===== src/rtl/instr_encoder.sv =====
// -----------------------------------------------------------------------------
// instr_encoder
//   Packs symbolic MIPS instruction descriptors into 32-bit words and writes
//   them to consecutive instruction-memory addresses.
//
//   Parameters
//     DEPTH      maximum words written per load session
//     BASE_ADDR  byte address of the first word written
//   Ports
//     i_clk, i_rst          clock (rising edge), async active-high reset
//     i_start               begin a session (honoured in IDLE/DONE only)
//     i_valid / o_ready     descriptor handshake
//     i_last                final descriptor of the session
//     i_kind, i_rs, i_rt, i_rd, i_funct, i_imm, i_target  descriptor fields
//     o_wr_en/addr/data     instruction-memory write port (1-cycle latency)
//     o_count               words written this session
//     o_done                one-cycle pulse after the i_last beat
//     o_err                 sticky illegal-descriptor flag
//
//   Optional feature macro: INSTR_ENC_FUNCT_CHECK_EN
//     When defined, RTYPE beats with an unsupported funct are illegal.
// -----------------------------------------------------------------------------
module instr_encoder #(
    parameter int          DEPTH     = 256,
    parameter logic [31:0] BASE_ADDR = 32'h0000_0000
) (
    input  logic                         i_clk,
    input  logic                         i_rst,
    input  logic                         i_start,
    input  logic                         i_valid,
    output logic                         o_ready,
    input  logic                         i_last,
    input  logic [3:0]                   i_kind,
    input  logic [4:0]                   i_rs,
    input  logic [4:0]                   i_rt,
    input  logic [4:0]                   i_rd,
    input  logic [5:0]                   i_funct,
    input  logic [15:0]                  i_imm,
    input  logic [25:0]                  i_target,
    output logic                         o_wr_en,
    output logic [31:0]                  o_wr_addr,
    output logic [31:0]                  o_wr_data,
    output logic [$clog2(DEPTH+1)-1:0]   o_count,
    output logic                         o_done,
    output logic                         o_err
);

    localparam int             CW      = $clog2(DEPTH+1);
    localparam logic [CW-1:0]  DEPTH_C = CW'(DEPTH);

    typedef enum logic [1:0] {
        S_IDLE = 2'd0,
        S_LOAD = 2'd1,
        S_DONE = 2'd2
    } state_t;

    state_t         r_state, w_next;
    logic           r_wr_en, r_done, r_err;
    logic [31:0]    r_wr_addr, r_wr_data;
    // r_count is both the write index and the written-word count. It steps at
    // the same edge that raises o_wr_en, so no write is ever "pending" beyond
    // what the count already includes and ready can gate on it directly.
    logic [CW-1:0]  r_count;

    logic           w_accept, w_start, w_legal;
    logic [31:0]    w_word;

    assign o_ready  = (r_state == S_LOAD) && (r_count < DEPTH_C);
    assign w_accept = i_valid & o_ready;
    assign w_start  = i_start & (r_state != S_LOAD);

    // Descriptor encoder
    always_comb begin
        w_legal = 1'b1;
        w_word  = '0;
        case (i_kind)
            4'd0: begin
                w_word = {6'b000000, i_rs, i_rt, i_rd, 5'b00000, i_funct};
`ifdef INSTR_ENC_FUNCT_CHECK_EN
                case (i_funct)
                    6'b100000, 6'b100001, 6'b100010, 6'b100011,
                    6'b100100, 6'b100101, 6'b100110, 6'b100111,
                    6'b101010, 6'b101011: w_legal = 1'b1;
                    default:              w_legal = 1'b0;
                endcase
`endif
            end
            4'd1:    w_word = {6'b001000, i_rs, i_rt, i_imm};
            4'd2:    w_word = {6'b001001, i_rs, i_rt, i_imm};
            4'd3:    w_word = {6'b001010, i_rs, i_rt, i_imm};
            4'd4:    w_word = {6'b001100, i_rs, i_rt, i_imm};
            4'd5:    w_word = {6'b001101, i_rs, i_rt, i_imm};
            4'd6:    w_word = {6'b001110, i_rs, i_rt, i_imm};
            4'd7:    w_word = {6'b000010, i_target};
            4'd8:    w_word = {6'b000100, i_rs, i_rt, i_imm};
            4'd9:    w_word = {6'b000101, i_rs, i_rt, i_imm};
            4'd10:   w_word = {6'b100011, i_rs, i_rt, i_imm};
            4'd11:   w_word = {6'b101011, i_rs, i_rt, i_imm};
            default: w_legal = 1'b0;
        endcase
    end

    // State register
    always_ff @(posedge i_clk or posedge i_rst) begin
        if (i_rst) r_state <= S_IDLE;
        else       r_state <= w_next;
    end

    // Next-state logic; a full session without i_last simply parks in LOAD.
    always_comb begin
        w_next = r_state;
        case (r_state)
            S_IDLE, S_DONE: if (i_start)            w_next = S_LOAD;
            S_LOAD:         if (w_accept && i_last) w_next = S_DONE;
            default:                                w_next = S_IDLE;
        endcase
    end

    // Write port, count and error flag
    always_ff @(posedge i_clk or posedge i_rst) begin
        if (i_rst) begin
            r_wr_en   <= 1'b0;
            r_wr_addr <= BASE_ADDR;
            r_wr_data <= '0;
            r_count   <= '0;
            r_done    <= 1'b0;
            r_err     <= 1'b0;
        end else begin
            r_wr_en <= w_accept & w_legal;
            r_done  <= w_accept & i_last;
            if (w_start) begin
                r_count <= '0;
                r_err   <= 1'b0;
            end else if (w_accept) begin
                if (w_legal) begin
                    r_count   <= r_count + 1'b1;
                    r_wr_addr <= BASE_ADDR + (32'(r_count) << 2);
                    r_wr_data <= w_word;
                end else begin
                    r_err <= 1'b1;
                end
            end
        end
    end

    assign o_wr_en   = r_wr_en;
    assign o_wr_addr = r_wr_addr;
    assign o_wr_data = r_wr_data;
    assign o_count   = r_count;
    assign o_done    = r_done;
    assign o_err     = r_err;

endmodule


===== config.mk =====
export PLATFORM = sky130hd
export DESIGN_NAME = instr_encoder
export DESIGN_NICKNAME = d
export VERILOG_FILES = /design/src/rtl/instr_encoder.sv
export SDC_FILE = /design/constraint.sdc
export NUM_CORES = 1
export LEC_CHECK = 0
export CAP_MARGIN = 0
export CORE_UTILIZATION = 30
export DETAILED_ROUTE_END_ITERATION = 10
export PLACE_DENSITY_LB_ADDON = 0.1
export SKIP_LAST_GASP = 1
export SYNTH_ARGS = -nofsm -noshare
export SYNTH_HDL_FRONTEND = slang
export SYNTH_SLANG_ARGS = --single-unit

===== constraint.sdc =====
create_clock -name i_clk -period 1.8 [get_ports i_clk]
set_input_delay 0.36 -clock i_clk [delete_from_list [all_inputs] [get_ports i_clk]]
set_output_delay 0.36 -clock i_clk [all_outputs]
set_load 0.03 [all_outputs]

== Yosys cells after proc, flatten, opt, wreduce, memory -nomap -nowiden ==
Index checks and enable logic that the tools add are counted.
Widths: inputs -> output; s select.
Cells by class
  $add $sub $neg: 1
  magnitude comparators: 1
  equal/unequal tests: 17
  mux-type cells: 11
  bitwise operators: 5
  reduce and logical (&&, ||, !) cells: 12
Operators by type and width (number)
  $pmux 32 s12: 1
  $mux 9: 3
  $eq 4x3->1 const B: 4
  $eq 4x4->1 const B: 4
  $reduce_or 12->1: 1
  $add 9x1->9 const B: 1
  $lt 9x9->1 const B: 1
  $eq 4x2->1 const B: 2
  $reduce_and 2->1: 3
  $and 1x1->1: 4
  $eq 4x1->1 const B: 1
  $logic_not 4->1: 1
  $mux 1: 4
  $mux 2: 2
  $ne 2x1->1 const B: 2
  $ne 2x2->1 const B: 2
  $pmux 2 s2: 1
  $reduce_bool 2->1: 2
  $reduce_and 3->1: 1
  $eq 2x1->1 const B: 1
  $eq 2x2->1 const B: 1
  $logic_and 1x1->1: 2
  $logic_not 2->1: 1
  $reduce_or 2->1: 1
  $not 1->1: 1
Storage, ports and cells
  bits in registers: 55
  bits of input ports: 72
  output and inout port bits: 77
  word-level logic and storage cells: 54

== Depth between registers and ports, before layout ==
Gate-level depths: netlist (run 1).
  depth after elaboration: 6
  mapped depth: 7
  gate-level depth less buffers: 5

== Least setup slack after synthesis (run 1) ==
No wires, ideal clock.
  path type: register to register
  start point: register r_count[8] (netlist: o_count[8])
  end point: register r_count[7] (netlist: o_count[7])
  library setup time: 0.080 ns
  data arrival time: 1.558 ns
  required time: 1.720 ns
  setup slack: 0.161 ns
  stages on the path, launching flop included: 6
  path buffers: 1
  clock period less this slack: 1.639 ns
  cell sequence: dfrtp_1 -> and4bb_1 -> buf_4 -> nand2_4 -> or4_4 -> o211ai_2
On the way
  cells in the longest elaborated chain, start to end: 5
RTL lines
  start: declaration: RTL line 63  | logic [CW-1:0] r_count;
  start signal: assignment: RTL line 136  | r_count <= r_count + 1'b1;
  $lt 9x9->1: RTL line 68  | assign o_ready = (r_state == S_LOAD) && (r_count < DEPTH_C);
  $logic_and 1x1->1: RTL line 68
  $and 1x1->1: RTL line 69  | assign w_accept = i_valid & o_ready;
  $reduce_bool 2->1 (no source line)
  $reduce_and 2->1 (no source line)
No other way between the ends.
A chain may end at the register's enable or synchronous reset.

== Final worst setup path (run 1) ==
  start point: register r_wr_data[3] (netlist: o_wr_data[3])
  end point: output port o_wr_data[3]
RTL lines
  start: declaration: RTL line 59  | logic [31:0] r_wr_addr, r_wr_data;
  start signal: assignment: RTL line 138  | r_wr_data <= w_word;
  end: declaration: RTL line 42  | output logic [31:0] o_wr_data,
No word-level cell between the ends.

==> flow_summary.yaml, run 1 <==
detailed_routing:
  aggregate_routed_wire_length_mm: 7.70
  drt_first_pass_iters: 4
  wire_per_inst_um: 14.1
  drt_iter0_drc: 47
  route.antenna.remaining_nets: 0
  via_per_inst: 4.73
  routed_vias: 2586
  drc: 0
final_layout:
  area_growth_pct: 56.6
  fin_util_pct: 48.3
  share_of_final_layout_standard_cells_stronger_than_drive_strength_1_pct: 13.3
  net_count_reported_at_finish: 508
  diodes: 0
worst_setup_path:
  critPathMaxStageDelay_ns: 0.69
  timing.critical_path.cells: "clkdlybuf4s50_1"
  critical_path_required_ns: 1.44
  worst_setup_path_start_kind: "register"
  crit_path_max_fanout: 2
  crit_cells: 1
  critical_path.n_buffers_inverters: 1
  endpoint_kind: "primary output"
  arrival_ns: 1.37
  timing.critical_path.slowest_stage_cell: "sky130_fd_sc_hd__clkdlybuf4s50_1"
  path_class: "register to primary output"
  r2r.worst_path.cells: 4
  crit_family: "buffers and inverters"
pwr:
  combinational_share_of_power_pct: 51.6
  worst_ir_drop_vdd_uv: 800
  total_power_mw: 5.55
  power-per-cell-area_nw_per_um2: 1250
  p_seq_share_pct: 33.5
  p_int_mw: 3.25
  p_leak_nw: 1.99
  clock_network_fraction_of_design_power_pct: 15.0
  switching_share_pct: 41.5
  power_switching_mw: 2.30
place:
  globalplace.congestion: 0.765
  port-buffer-count: 124
  hpwl_mm: 5.77
timing:
  finalHoldViolCount: 0
  final-setup-viol-count: 0
  final_max_slew_viol_count: 0
  slew-limit-headroom_pct: 51.5
  period_utilization_pct: 95.9
  timing.clock.skew_ns: 0.00823
  finalWorstPathRequiredPeriod_ns: 1.73
  worst_pin_slew_ns: 0.724
  final.hold.worst_slack_ns: 0.409
  maxClockFrequency_mhz: 579
logic_synthesis:
  synth_top_family_by_area: "compound AO/OA/AOI/OAI gates"
  yosys.area_share.xor_xnor_pct: 0.617
  post-synth-top-area-fraction_pct: 47.6
  synth.yosys.seq_area_share_pct: 47.6
  synth-seq-cells: 54
  synthAdderAreaFrac_pct: 0.441
  netlist_top_cells_area: "sky130_fd_sc_hd__dfrtp_1 (48%), sky130_fd_sc_hd__buf_4 (7.1%), sky130_fd_sc_hd__nand2_1 (6.1%)"
  yosysWarnings: 0
  synthesis.instances: 296
  synth_async_sr_flop_share_pct: 100
  dominantRegCellSynth: "sky130_fd_sc_hd__dfrtp_1"
  synth-simple-area-share_pct: 16.4
  post_synth.cell_area_avg_um2: 9.59
  synth_compound_area_share_pct: 22.2
  synth_enable_flop_cells: 0
  synth.largest_area_cell: "sky130_fd_sc_hd__dfrtp_1"
  post_synthesis_cell_type_count: 45
  synth.mux.area_fraction_pct: 1.41
  synth.cell_area_um2: 2840
die:
  chipHeight_um: 99.3
  floorplan.rows: 35
  design.die.area_um2: 9850
  dieWidth_um: 99.3
  initial_utilization_pct: 30.9
  top_level_ports: 149
  core_area_um2: 9200
grt:
  grt_pass1_wl_mm: 12.3
  antenna_violations_before_repair: 0
  grt.overflow.total: 0
  first_global_vias: 2530
  grt_max_degree: 55
  track_usage_pct: 15.7
clock_tree:
  cts_max_path_buffers: 2
  htreeDepth: 2
  clkLatencyLatePin_ns: 0.31
  clock_sinks: 54
  cts.reportedPaths.clkPinSlew_ns: 0.10
  numCtsBuffers: 5
  cts_root_buf: "sky130_fd_sc_hd__clkbuf_8"
  cts_hold_bufs: 0
  tritoncts: "yes"
job:
  number_of_max_cap_violations: 0
run_status:
  run_status: "complete, no violations"
hold_path:
  worst_hold_path_type: "input pin to async pin"
through the flow:
stage | setup TNS (ns) | instances | setup WS [ns] | cell area (um2)
after floorplan | 0 | 319 | 0.125 | 2920
after global placement | -12.36 | 537 | -0.680 | 4280
after detailed placement | -12.01 | 537 | -0.622 | 4280
after CTS | 0 | 545 | 0.0299 | 4390
after global routing | -0.0146 | 547 | -0.00901 | 4440
final | 0 | 547 | 0.0730 | 4440
logic make-up after synthesis:
family                     count (synthesis)
other                                      1
xor gates and xnor gates                   2
adders and majority gates                  1
and+or+nand+nor                          105
muxes                                      4
AOI/OAI and AO/OA                         78
DFF                                       54
buffers and inverters                     51
placed cells by master, fill, tap and decap left out, types with 4 or more instances in the layout:
cell / n
sky130_fd_sc_hd__clkbuf_8: 5
sky130_fd_sc_hd__clkdlybuf4s50_1: 115
sky130_fd_sc_hd__nand2_1: 46
sky130_fd_sc_hd__nand3_1: 7
sky130_fd_sc_hd__mux2i_1: 4
sky130_fd_sc_hd__dlygate4sd2_1: 8
sky130_fd_sc_hd__nor2_1: 35
sky130_fd_sc_hd__conb_1: 24
sky130_fd_sc_hd__a22oi_1: 12
sky130_fd_sc_hd__and3_1: 4
sky130_fd_sc_hd__a221oi_2: 9
sky130_fd_sc_hd__a22o_1: 11
sky130_fd_sc_hd__o21ai_1: 17
sky130_fd_sc_hd__buf_4: 23
sky130_fd_sc_hd__dfrtp_1: 54
sky130_fd_sc_hd__a221oi_1: 5
sky130_fd_sc_hd__inv_1: 4
sky130_fd_sc_hd__buf_12: 6
sky130_fd_sc_hd__a21oi_1: 6
synthesized netlist by cell type, types with 2 or more instances:
library cell / instances
sky130_fd_sc_hd__clkbuf_1: 2
sky130_fd_sc_hd__o21ai_1: 17
sky130_fd_sc_hd__buf_2: 14
sky130_fd_sc_hd__mux2i_1: 4
sky130_fd_sc_hd__inv_2: 2
sky130_fd_sc_hd__nand3_1: 7
sky130_fd_sc_hd__nor3_1: 2
sky130_fd_sc_hd__o211ai_1: 2
sky130_fd_sc_hd__dfrtp_1: 54
sky130_fd_sc_hd__nor2_1: 35
sky130_fd_sc_hd__a221oi_1: 5
sky130_fd_sc_hd__buf_4: 27
sky130_fd_sc_hd__nand2_1: 46
sky130_fd_sc_hd__inv_1: 5
sky130_fd_sc_hd__and2_1: 3
sky130_fd_sc_hd__a22oi_1: 12
sky130_fd_sc_hd__o21ai_0: 2
sky130_fd_sc_hd__a221oi_2: 10
sky130_fd_sc_hd__o21a_1: 2
sky130_fd_sc_hd__a21oi_1: 6
sky130_fd_sc_hd__and3_1: 4
sky130_fd_sc_hd__a22o_1: 11
sky130_fd_sc_hd__o22ai_1: 2
per-layer routing:
| metal | track usage, % | share of wire (%) | wire length [um] |
|---|---|---|---|
| met2 | 26.9 | 49 | 3790 |
| met3 | 3.87 | 5.9 | 458 |
| met4 | 3.39 | 0.64 | 49 |
| met1 | 20.2 | 44 | 3400 |
| met5 | 0 | 0 | 0 |
layout make-up:
cell class	instances	area (um2)
fill	900	4750
timing repair buffer	153	1530
sequential	54	1350
multi-input combinational	214	1290
tap	111	139
clock buffer	5	68.8
clock inverter	3	40.0
inverter	7	26.3
tightest hold or removal path, delay by kind of cell:
kind     cells  cell delay [ns]
buf+inv      3             0.75
registers in the layout, summed over array words and instances, names as in the netlist:
name / flops
r_state: 2
o_err: 1
o_wr_en: 1
o_done: 1
o_wr_addr: 9
o_wr_data: 31
o_count: 9
path summary, 6_finish.rpt:
kind                         startpoint            end  slack (ns)
max in group asynchronous         i_rst     r_state[0]        1.13
max                        o_wr_data[3]   o_wr_data[3]        0.07
min reg2reg                o_wr_addr[4]   o_wr_addr[4]        0.48
max reg2reg                  o_count[8]     o_count[7]        0.23
min                               i_rst  o_wr_data[12]        0.41
min in group i_clk         o_wr_addr[4]   o_wr_addr[4]        0.48
repair_timing:
action / 4_1_cts / 5_1_grt
resized for setup: 11 / 3
pin swaps: 0 / 2
endpoints found under the setup margin: 24 / 11
buffers inserted: 0 / 2
gates cloned: 0 / 0
power by group through the flow:
stage / Clock [mW] / Combinational, mW / Sequential, mW
floorplan: 0 / 0.886 / 2.64
global placement: 0 / 2.88 / 1.87
detailed placement: 0 / 2.89 / 1.89
CTS: 0.856 / 2.88 / 1.86
global route: 0.904 / 3.06 / 1.91
finish: 0.830 / 2.86 / 1.86
(Power assumes the default switching activity.)
==> run 2, diff against run 1 <==
--- a/config.mk
+++ b/config.mk
@@ -7,6 +7,7 @@
 export LEC_CHECK = 0
 export CAP_MARGIN = 0
 export CORE_UTILIZATION = 30
+export CTS_CLUSTER_DIAMETER = 120
 export DETAILED_ROUTE_END_ITERATION = 10
 export PLACE_DENSITY_LB_ADDON = 0.1
 export SKIP_LAST_GASP = 1
==> results of run 2 <==
Same layout as run 1: the final DEF is identical, and so are final timing and power.
